==> src/rtl/sum_zero_det_seq_pkg.sv <==
// Shared types and helpers for the sliced zero-sum sequencer.
package sum_zero_det_seq_pkg;

  typedef enum logic [1:0] {
    IDLE = 2'd0,
    RUN  = 2'd1,
    DONE = 2'd2
  } state_t;

  function automatic int unsigned idx_width(input int unsigned chunks);
    return (chunks > 1) ? $clog2(chunks) : 1;
  endfunction

endpackage

==> src/rtl/SumZeroDet.sv <==
// Constant-time detector: Z = ((A + B + CI) mod 2^width) == 0, no carry chain.
module SumZeroDet #(
  parameter int unsigned width = 8
) (
  input  logic [width-1:0] A,
  input  logic [width-1:0] B,
  input  logic             CI,
  output logic             Z
);

  logic [width-1:0] w_k;

  // A zero sum forces the carry into bit i to be A|B of bit i-1, and that
  // carry must equal A^B at bit i for the sum bit to vanish.
  assign w_k = ((A | B) << 1) | width'(CI);
  assign Z   = ~|((A ^ B) ^ w_k);

endmodule

==> src/rtl/sum_zero_det_seq.sv <==
// Multi-cycle zero-sum detector: one width-bit slice per cycle, LSB first.
// Optional macro SUM_ZERO_DET_SEQ_EARLY_EXIT_EN ends the run at the first nonzero slice.
module sum_zero_det_seq
  import sum_zero_det_seq_pkg::*;
#(
  parameter  int unsigned width  = 8,
  parameter  int unsigned chunks = 4,
  localparam int unsigned IW     = idx_width(chunks),
  localparam int unsigned N      = width * chunks
) (
  input  logic          CLK,
  input  logic          RST,
  input  logic          InValid,
  output logic          InReady,
  input  logic [N-1:0]  A,
  input  logic [N-1:0]  B,
  input  logic          CI,
  output logic          OutValid,
  input  logic          OutReady,
  output logic          Z,
  output logic [IW-1:0] FirstNZ
);

  state_t          r_state;
  logic [N-1:0]    r_a;
  logic [N-1:0]    r_b;
  logic            r_carry;
  logic            r_zacc;
  logic [IW-1:0]   r_idx;
  logic            r_z;
  logic [IW-1:0]   r_first;

  logic [width-1:0] w_a_sl;
  logic [width-1:0] w_b_sl;
  logic             w_zs;
  logic             w_co;
  logic             w_last;

  assign w_a_sl = r_a[r_idx*width +: width];
  assign w_b_sl = r_b[r_idx*width +: width];
  assign w_last = (r_idx == IW'(chunks - 1));

  // Carry-out is the (width+1)-bit slice sum exceeding the slice range.
  assign w_co = ({1'b0, w_a_sl} + {1'b0, w_b_sl} + {{width{1'b0}}, r_carry})
                > {1'b0, {width{1'b1}}};

  SumZeroDet #(.width(width)) u_slice_det (
    .A  (w_a_sl),
    .B  (w_b_sl),
    .CI (r_carry),
    .Z  (w_zs)
  );

  always_ff @(posedge CLK) begin
    if (RST) begin
      r_state <= IDLE;
      r_a     <= '0;
      r_b     <= '0;
      r_carry <= 1'b0;
      r_zacc  <= 1'b0;
      r_idx   <= '0;
      r_z     <= 1'b0;
      r_first <= '0;
    end else begin
      case (r_state)
        IDLE: begin
          if (InValid) begin
            r_a     <= A;
            r_b     <= B;
            r_carry <= CI;
            r_zacc  <= 1'b1;
            r_idx   <= '0;
            r_first <= '0;
            r_state <= RUN;
          end
        end
        RUN: begin
          r_carry <= w_co;
          r_zacc  <= r_zacc & w_zs;
          if (r_zacc && !w_zs) r_first <= r_idx;
`ifdef SUM_ZERO_DET_SEQ_EARLY_EXIT_EN
          if (!w_zs) begin
            r_z     <= 1'b0;
            r_state <= DONE;
          end else if (w_last) begin
            r_z     <= r_zacc & w_zs;
            r_state <= DONE;
          end else begin
            r_idx <= r_idx + 1'b1;
          end
`else
          if (w_last) begin
            r_z     <= r_zacc & w_zs;
            r_state <= DONE;
          end else begin
            r_idx <= r_idx + 1'b1;
          end
`endif
        end
        DONE: begin
          if (OutReady) r_state <= IDLE;
        end
        default: r_state <= IDLE;
      endcase
    end
  end

  assign InReady  = (r_state == IDLE);
  assign OutValid = (r_state == DONE);
  assign Z        = r_z;
  assign FirstNZ  = r_first;

endmodule

==> config.mk <==
export PLATFORM = sky130hd
export DESIGN_NAME = sum_zero_det_seq
export DESIGN_NICKNAME = d
export VERILOG_FILES = /design/src/rtl/sum_zero_det_seq_pkg.sv /design/src/rtl/SumZeroDet.sv /design/src/rtl/sum_zero_det_seq.sv
export SDC_FILE = /design/constraint.sdc
export NUM_CORES = 1
export LEC_CHECK = 0
export CAP_MARGIN = 10
export CORE_UTILIZATION = 40
export CTS_BUF_LIST = sky130_fd_sc_hd__clkbuf_2 sky130_fd_sc_hd__clkbuf_4 sky130_fd_sc_hd__clkbuf_8
export CTS_CLUSTER_SIZE = 12
export DETAILED_ROUTE_END_ITERATION = 6
export PLACE_DENSITY = 0.62
export SLEW_MARGIN = 20
export SYNTH_ARGS = -nofsm -noshare
export SYNTH_HDL_FRONTEND = slang
export SYNTH_HIERARCHICAL = 1
export SYNTH_SLANG_ARGS = --single-unit
==> constraint.sdc <==
create_clock -name CLK -period 5 [get_ports CLK]
set_input_delay 1 -clock CLK [delete_from_list [all_inputs] [get_ports CLK]]
set_output_delay 1 -clock CLK [all_outputs]
set_load 0.02 [all_outputs]
==> summary.md, run 1 <==
| Metric | Value |
|---|---|
| Die width | 97.3 um |
| Post-synth top area share | 40.2% |
| Max FO, Critical Path | 11 |
| Final net count | 546 |
| Main combinational cell family by area after synthesis | simple AND/OR/NAND/NOR gates |
| Worst reg2reg path endpoint | FirstNZ[1]$_SDFFE_PP0P_ |
| RSZ-0062 raised after global routing | false |
| Post-Syn Area | 0.00363 mm^2 |
| Final WL | 7690 um |
| Worst Max-Slew Pin Slew | 0.893 ns |
| Distinct cells, synth | 34 |
| Post-Syn Instances | 400 |
| GRT Total Usage | 17.0% |
| Via/cell ratio | 4.94 |
| Setup-failing EPs final | 0 |
| Antenna fix cells | 0 |
| Slowest-stage cell, CP | dfxtp_1 |
| Gpl congestion | 0.754 |
| H-tree level count | 3 |
| Max Cap Viol | 0 |
| Fill cell count | 835 |
| Relative max-transition margin | 40.5% |
| Share of layout cells above drive strength 1 | 19.5% |
| Synth-to-layout area growth | 24.8% |
| Routed vias | 2838 |
| Leak | 1.64 nW |
| Antenna-violating nets left | 0 |
| Setup TNS | 0 ns |
| Worst reg2reg path depth | 11 |
| Placeable Area | 0.00876 mm^2 |
| Top Family by Delay on Critical Path | multiplexers |
| CP required | 5.19 ns |
| Initial antenna violation count | 0 |
| Met1 Use GR | 21.3% |
| Port Buffers | 73 |
| Critical Path Sink Type | register |
| Initial core utilization | 41.5% |
| Post-Synth Adder-Cell Area | 5.92% |
| First drt pass iteration count | 4 |
| Clk Latency, worst-skew pair | 0.34 ns |
| GRT busiest layer | met2 |
| First-pass GRT wire length | 12900 um |
| CP Cell Sequence | buf_4 -> mux4_2 -> inv_1 -> ha_1 -> xor2_1 -> xnor2_1 -> nor3_2 -> nand3b_1 -> a21oi_2 -> mux2i_1 -> nor2_1 |
| Avg WL per Cell | 13.4 um |
| CTS Buffer Depth | 2 |
| Avg Inst Size Synth | 9.09 um^2 |
| TritonCTS clock tree | yes |
| Cell taking the most area after synthesis | dfxtp_1 |
| Synth cell count leaders | nand2_1 (120), dfxtp_1 (73), a21oi_2 (38) |
| Rows | 34 |
| Post-synthesis compound-gate area fraction | 15.0% |
| Peak VDD IR | 0.149 mV |
| CTS sink cnt | 73 |
| Die height | 97.3 um |
| Synth Net Count | 485 |
| Sequential power share | 47.2% |
| Prevailing post-synth register cell | dfxtp_1 |
| Clock power frac | 35.0% |
| Cell depth of the worst setup path | 11 |
| Met3 usage | 3.96% |
| Status | completed |
| Count leader, synth | nand2_1 |
| Resized Gates After CTS | 0 |
| Tot Pwr | 0.00136 W |
| Pins Over Slew Limit | 0 |
| CP bufs+invs | 2 |
| IO Pins | 74 |
| Post-CTS Setup Bufs | 0 |
| Die area | 0.00947 mm^2 |
| Crit start category | register |
| Critical path type | reg -> reg |
| PwrDens | 300 mW/mm^2 |
| Vias in the first global route | 2878 |
| Crit path from | r_idx[0]$_SDFFE_PP0P_ |
| Met2 Usage GRT | 28.0% |
| Worst path max stage delay | 0.63 ns |
| FMAX | 0.335 GHz |
| Gate power share | 17.8% |
| R2R setup slack | 2.02 ns |
| XOR/XNOR Fraction of Synth Area | 2.17% |
| Register area share after synthesis | 40.2% |
| Post-synth ARST share | 0% |
| Largest net degree at the start of global routing | 66 |
| FF+latch count, synth | 73 |
| Hold Violations, Final | 0 |
| Pint | 0.00101 W |
| Worst Skew | 0.00767 ns |
| Clock transition at path regs | 0.07 ns |
| Crit path capture | FirstNZ[1]$_SDFFE_PP0P_ |
| Root buffer cell | clkbuf_8 |
| Mux contribution to synthesized area | 10.5% |
| Num CTS Buffers | 9 |
| Tcrit/Tclk final | 59.7% |
| Number of DRC markers in iteration 0 | 82 |
| Synth Area in Simple Gates | 18.8% |
| Switch share | 26.2% |
| Worst r2r src | r_idx[0]$_SDFFE_PP0P_ |
| Syn. warnings | 6 |
| Net Sw Power | 0.000357 W |
| Number of enable flip-flop cells after synthesis | 0 |
| Overflow after GRT | 0 |
| DP HPWL | 5530 um |
| Area contributors post-synth | dfxtp_1 (40%), nand2_1 (12%), mux4_2 (9.9%), a21oi_2 (9.2%), a21oi_1 (4.8%) |
| Final Critical Period | 2.98 ns |
| Hold Crit Class | reg -> reg |
| Hold Buf Count CTS | 0 |
| Residual DRC count | 0 |
| Crit path DAT | 3.17 ns |
## worst min-delay path by stage
| stage | slack (ns) | depth (start not counted) | endpoint | start |
|---|---|---|---|---|
| 2_1_floorplan | 0.43 | 2 | r_a[18]$_SDFFE_PP0P_ | r_a[18]$_SDFFE_PP0P_ |
| 6_report | 0.46 | 2 | Z$_SDFFE_PP0P_ | Z$_SDFFE_PP0P_ |
| 3_3_place_gp | 0.44 | 2 | r_b[4]$_SDFFE_PP0P_ | r_b[4]$_SDFFE_PP0P_ |
| 3_5_place_dp | 0.45 | 2 | r_a[27]$_SDFFE_PP0P_ | r_a[27]$_SDFFE_PP0P_ |
| 5_1_grt | 0.47 | 2 | r_b[12]$_SDFFE_PP0P_ | r_b[12]$_SDFFE_PP0P_ |
| 4_1_cts | 0.46 | 2 | r_a[27]$_SDFFE_PP0P_ | r_a[27]$_SDFFE_PP0P_ |
## logic make-up after synthesis
group / count (synthesis)
adders and majority gates: 16
muxes: 18
DFF: 73
xor gates and xnor gates: 9
AOI/OAI and AO/OA: 79
buffers and inverters: 45
and+or+nand+nor: 160
## placed cells by master, fill, tap and decap left out, types with 4 or more instances in the layout
cell type / n
a21oi_1: 35
a21oi_2: 38
buf_4: 4
clkbuf_8: 11
clkdlybuf4s50_1: 72
dfxtp_1: 73
ha_1: 14
inv_1: 16
mux4_2: 16
nand2_1: 120
nand2_2: 11
nand2b_1: 4
nor2_1: 11
o21ai_0: 4
xor2_1: 7
## per-stage QoR
| step | cell area, um^2 | cells | setup WS [ns] | hold slack [ns] | util [%] |
|---|---|---|---|---|---|
| floorplan | 3630 | 400 | 2.49 | 0.433 | - |
| global placement | 4330 | 558 | 2.08 | 0.441 | 49.4 |
| detailed placement | 4330 | 558 | 1.99 | 0.447 | 49.4 |
| CTS | 4540 | 574 | 1.96 | 0.457 | 51.8 |
| global route | 4540 | 574 | 1.70 | 0.474 | 51.8 |
| finish | 4540 | 574 | 2.02 | 0.455 | 51.8 |
## cell type report
class | count | area, um^2 | share of cell area, %
Multi-Input combinational cell | 282 | 1910 | 42.0
Sequential cell | 73 | 1460 | 32.2
Timing Repair Buffer | 77 | 756 | 16.7
Clock buffer | 12 | 159 | 3.50
Tap cell | 108 | 135 | 2.98
Inverter | 18 | 67.6 | 1.49
Clock inverter | 4 | 51.3 | 1.13
## worst reg2reg max path: stages, from the launching register on
cell,delay (ns)
dfxtp_1,0.63
buf_4,0.34
mux4_2,0.55
inv_1,0.07
ha_1,0.15
xor2_1,0.17
xnor2_1,0.16
nor3_2,0.09
nand3b_1,0.17
a21oi_2,0.21
mux2i_1,0.23
nor2_1,0.06
## sequential cells by signal (all words and copies together), names as in the netlist
name,flops
r_a,32
r_b,32
FirstNZ,2
r_idx,2
r_state,2
Z,1
r_carry,1
r_zacc,1
## layer usage
metal / routed length, um / up-vias
met3: 295 / 6
li1: - / 1445
met2: 3730 / 47
met5: 0 / -
met4: 97 / 0
met1: 3570 / 1340
## power groups by stage
stage / Clock, W / Combinational (W) / Sequential [W]
global route: 0.000515 / 0.000272 / 0.000648
finish: 0.000477 / 0.000243 / 0.000643
detailed placement: 0 / 0.000246 / 0.000657
CTS: 0.000490 / 0.000248 / 0.000643
global placement: 0 / 0.000242 / 0.000657
floorplan: 0 / 0.000178 / 0.000644
Power figures use the tool's default switching activity.
==> run 2: changes to the inputs <==
--- a/config.mk
+++ b/config.mk
@@ -10,7 +10,7 @@
 export CTS_BUF_LIST = sky130_fd_sc_hd__clkbuf_2 sky130_fd_sc_hd__clkbuf_4 sky130_fd_sc_hd__clkbuf_8
 export CTS_CLUSTER_SIZE = 12
 export DETAILED_ROUTE_END_ITERATION = 6
-export PLACE_DENSITY = 0.62
+export PLACE_DENSITY = 0.64
 export SLEW_MARGIN = 20
 export SYNTH_ARGS = -nofsm -noshare
 export SYNTH_HDL_FRONTEND = slang
==> constraint.sdc (replaced) <==
create_clock -name CLK -period 2.6 [get_ports CLK]
set_input_delay 0.52 -clock CLK [delete_from_list [all_inputs] [get_ports CLK]]
set_output_delay 0.52 -clock CLK [all_outputs]
set_load 0.02 [all_outputs]
==> summary.md, run 2 (synthesized netlist as in run 1, its figures left out) <==
| Metric | Value |
|---|---|
| Status | completed |
| CP required | 2.81 ns (-2.38 ns) |
| Clk Latency, worst-skew pair | 0.35 ns (about the same) |
| Peak VDD IR | 0.301 mV (+100%) |
| PwrDens | 609 mW/mm^2 (+100%) |
| Die height | 97.3 um (unchanged) |
| Slowest-stage cell, CP | mux4_2 |
| Tcrit/Tclk final | 96.4% (+37 points) |
| CTS sink cnt | 73 (unchanged) |
| CTS Buffer Depth | 2 (unchanged) |
| Worst Max-Slew Pin Slew | 0.735 ns (-0.158 ns) |
| Gpl congestion | 0.808 (+7.2%) |
| Rows | 34 (unchanged) |
| CP Cell Sequence | buf_8 -> mux4_2 -> inv_2 -> ha_4 -> xor2_1 -> nand4_1 -> nor3_2 -> nand3b_1 -> a21oi_2 -> mux2i_1 -> nor2_1 |
| First-pass GRT wire length | 13300 um (+3.0%) |
| Setup TNS | 0 ns (unchanged) |
| Pins Over Slew Limit | 0 (unchanged) |
| Hold Buf Count CTS | 0 (unchanged) |
| Final net count | 559 (+2.4%) |
| Antenna-violating nets left | 0 (unchanged) |
| Root buffer cell | clkbuf_8 |
| Cell depth of the worst setup path | 11 (unchanged) |
| Critical path type | reg -> reg |
| Metal2 WL | 3860 um (+3.4%) |
| GRT Total Usage | 17.6% (+0.64 points) |
| Most common cell after layout, fill and taps aside | nand2_1 |
| Routed vias | 2901 (+2.2%) |
| Via/cell ratio | 4.94 (about the same) |
| Relative max-transition margin | 51.0% (+11 points) |
| H-tree level count | 3 (unchanged) |
| R2R setup slack | 0.09 ns (-1.92 ns) |
| Initial core utilization | 41.5% (unchanged) |
| Tot Pwr | 0.00296 W (+120%) |
| Final Critical Period | 2.51 ns (-0.478 ns) |
| Critical Path Sink Type | register |
| Antenna fix cells | 0 (unchanged) |
| Die area | 0.00947 mm^2 (unchanged) |
| Port Buffers | 73 (unchanged) |
| Met3 routed WL | 319 um (+8.1%) |
| FMAX | 0.399 GHz (+19%) |
| Met1 Wirelength | 3930 um (+10%) |
| Worst reg2reg path endpoint | FirstNZ[0]$_SDFFE_PP0P_ |
| Min-delay src | r_a[27]$_SDFFE_PP0P_ |
| Setup-failing EPs final | 0 (unchanged) |
| Residual DRC count | 0 (unchanged) |
| Commonest non-fill, non-tap cells in the layout | nand2_1 (120), dfxtp_1 (72), clkdlybuf4s50_1 (72) |
| Number of DRC markers in iteration 0 | 83 (+1.2%) |
| Die width | 97.3 um (unchanged) |
| Post-Route Utilization | 55.5% (+3.7 points) |
| Overflow after GRT | 0 (unchanged) |
| Fill cell count | 787 (-5.7%) |
| Worst Skew | 0.00737 ns (-0.000298 ns) |
| Initial antenna violation count | 0 (unchanged) |
| Final WL | 8210 um (+6.8%) |
| Crit start category | register |
| Worst r2r src | r_idx[0]$_SDFFE_PP0P_ |
| Share of layout cells above drive strength 1 | 25.5% (+5.9 points) |
| First drt pass iteration count | 4 (unchanged) |
| Clock transition at path regs | 0.08 ns (about the same) |
| Min-Delay Endpoint | r_a[27]$_SDFFE_PP0P_ |
| TritonCTS clock tree | yes |
| Vias in the first global route | 2839 (-1.4%) |
| Synth-to-layout area growth | 33.8% |
| CP bufs+invs | 2 (unchanged) |
| Hold Violations, Final | 0 (unchanged) |
| Placeable Area | 0.00876 mm^2 (unchanged) |
| Num CTS Buffers | 9 (unchanged) |
| Max FO, Critical Path | 7 (-4) |
| Worst path max stage delay | 0.57 ns (-0.06 ns) |
| Top Family by Delay on Critical Path | multiplexers |
| RSZ-0062 raised after global routing | true |
| Max Cap Viol | 0 (unchanged) |
| Biggest regs | r_a: 32 flops, r_b: 32 flops |
| Worst reg2reg path depth | 11 (unchanged) |
| DP HPWL | 5890 um (+6.4%) |
| Crit path DAT | 2.72 ns (-0.45 ns) |
| Hold Crit Class | reg -> reg |
| IO Pins | 74 (unchanged) |
| Max Used Layer | met4 |
| Worst Hold Depth | 2 (unchanged) |
| Avg WL per Cell | 14.0 um (+4.4%) |
| Leak | 1.78 nW (+8.1%) |
| Largest net degree at the start of global routing | 37 (-44%) |
[run 2: changes by cell type in the layout (fill, tap and decap cells not counted), sizes merged]
cell / change
clkbuf: -3
clkinv: -1
bufinv: +3
buf: +13
inv: +1
[run 2: through the flow]
| step | cells | instance area [um^2] | worst slack (ns) | hold WS (ns) |
|---|---|---|---|---|
| floorplan | 400 | 3630 | 0.0866 | 0.433 |
| finish | 587 | 4860 | 0.0946 | 0.453 |
| global route | 587 | 4860 | -0.0146 | 0.478 |
| global placement | 565 | 4430 | 0.0999 | 0.443 |
| CTS | 581 | 4690 | 0.00125 | 0.456 |
| detailed placement | 565 | 4430 | -0.00348 | 0.446 |
[run 2: worst max-delay path by stage]
stage,startpoint,end
6_report,r_idx[0]$_SDFFE_PP0P_,FirstNZ[0]$_SDFFE_PP0P_
5_1_grt,r_idx[0]$_SDFFE_PP0P_,FirstNZ[0]$_SDFFE_PP0P_
4_1_cts,r_idx[0]$_SDFFE_PP0P_,FirstNZ[0]$_SDFFE_PP0P_
3_5_place_dp,r_idx[0]$_SDFFE_PP0P_,FirstNZ[0]$_SDFFE_PP0P_
3_3_place_gp,r_idx[0]$_SDFFE_PP0P_,FirstNZ[0]$_SDFFE_PP0P_
2_1_floorplan,r_idx[0]$_SDFFE_PP0P_,FirstNZ[0]$_SDFFE_PP0P_
[run 2: report_power, final]
group,internal [W],switching (W),total (W)
registers,0.00119,0.0000460,0.00123
clock network,0.000736,0.000440,0.00118
logic,0.000294,0.000257,0.000552
[run 2: cell type report]
cell class	count	area, um^2	share of cell area (%)
tap	108	135	2.78
sequential	73	1470	30.1
clock inverter	7	141	2.91
inverter	18	67.6	1.39
clock buffer	9	124	2.55
multi-input combinational	282	2000	41.2
timing repair buffer	90	926	19.0
[run 2: metal layers]
metal | up-vias | track usage (%)
li1 | 1472 | -
met1 | 1370 | 22.8
met2 | 52 | 28.8
met3 | 7 | 4.60
met4 | 0 | 5.43
met5 | - | 0
[run 2: repair_timing]
action                                  in CTS  in global routing
endpoints found under the setup margin       1                  2
setup buffers                                0                  6
pin swaps                                    1                  9
gates resized for setup                      0                 26
[run 2: worst min-delay path, cell delays in order, from the launching register on]
cell and delay, ns:
dfxtp_1 0.31, nand2_1 0.05, a21oi_1 0.05
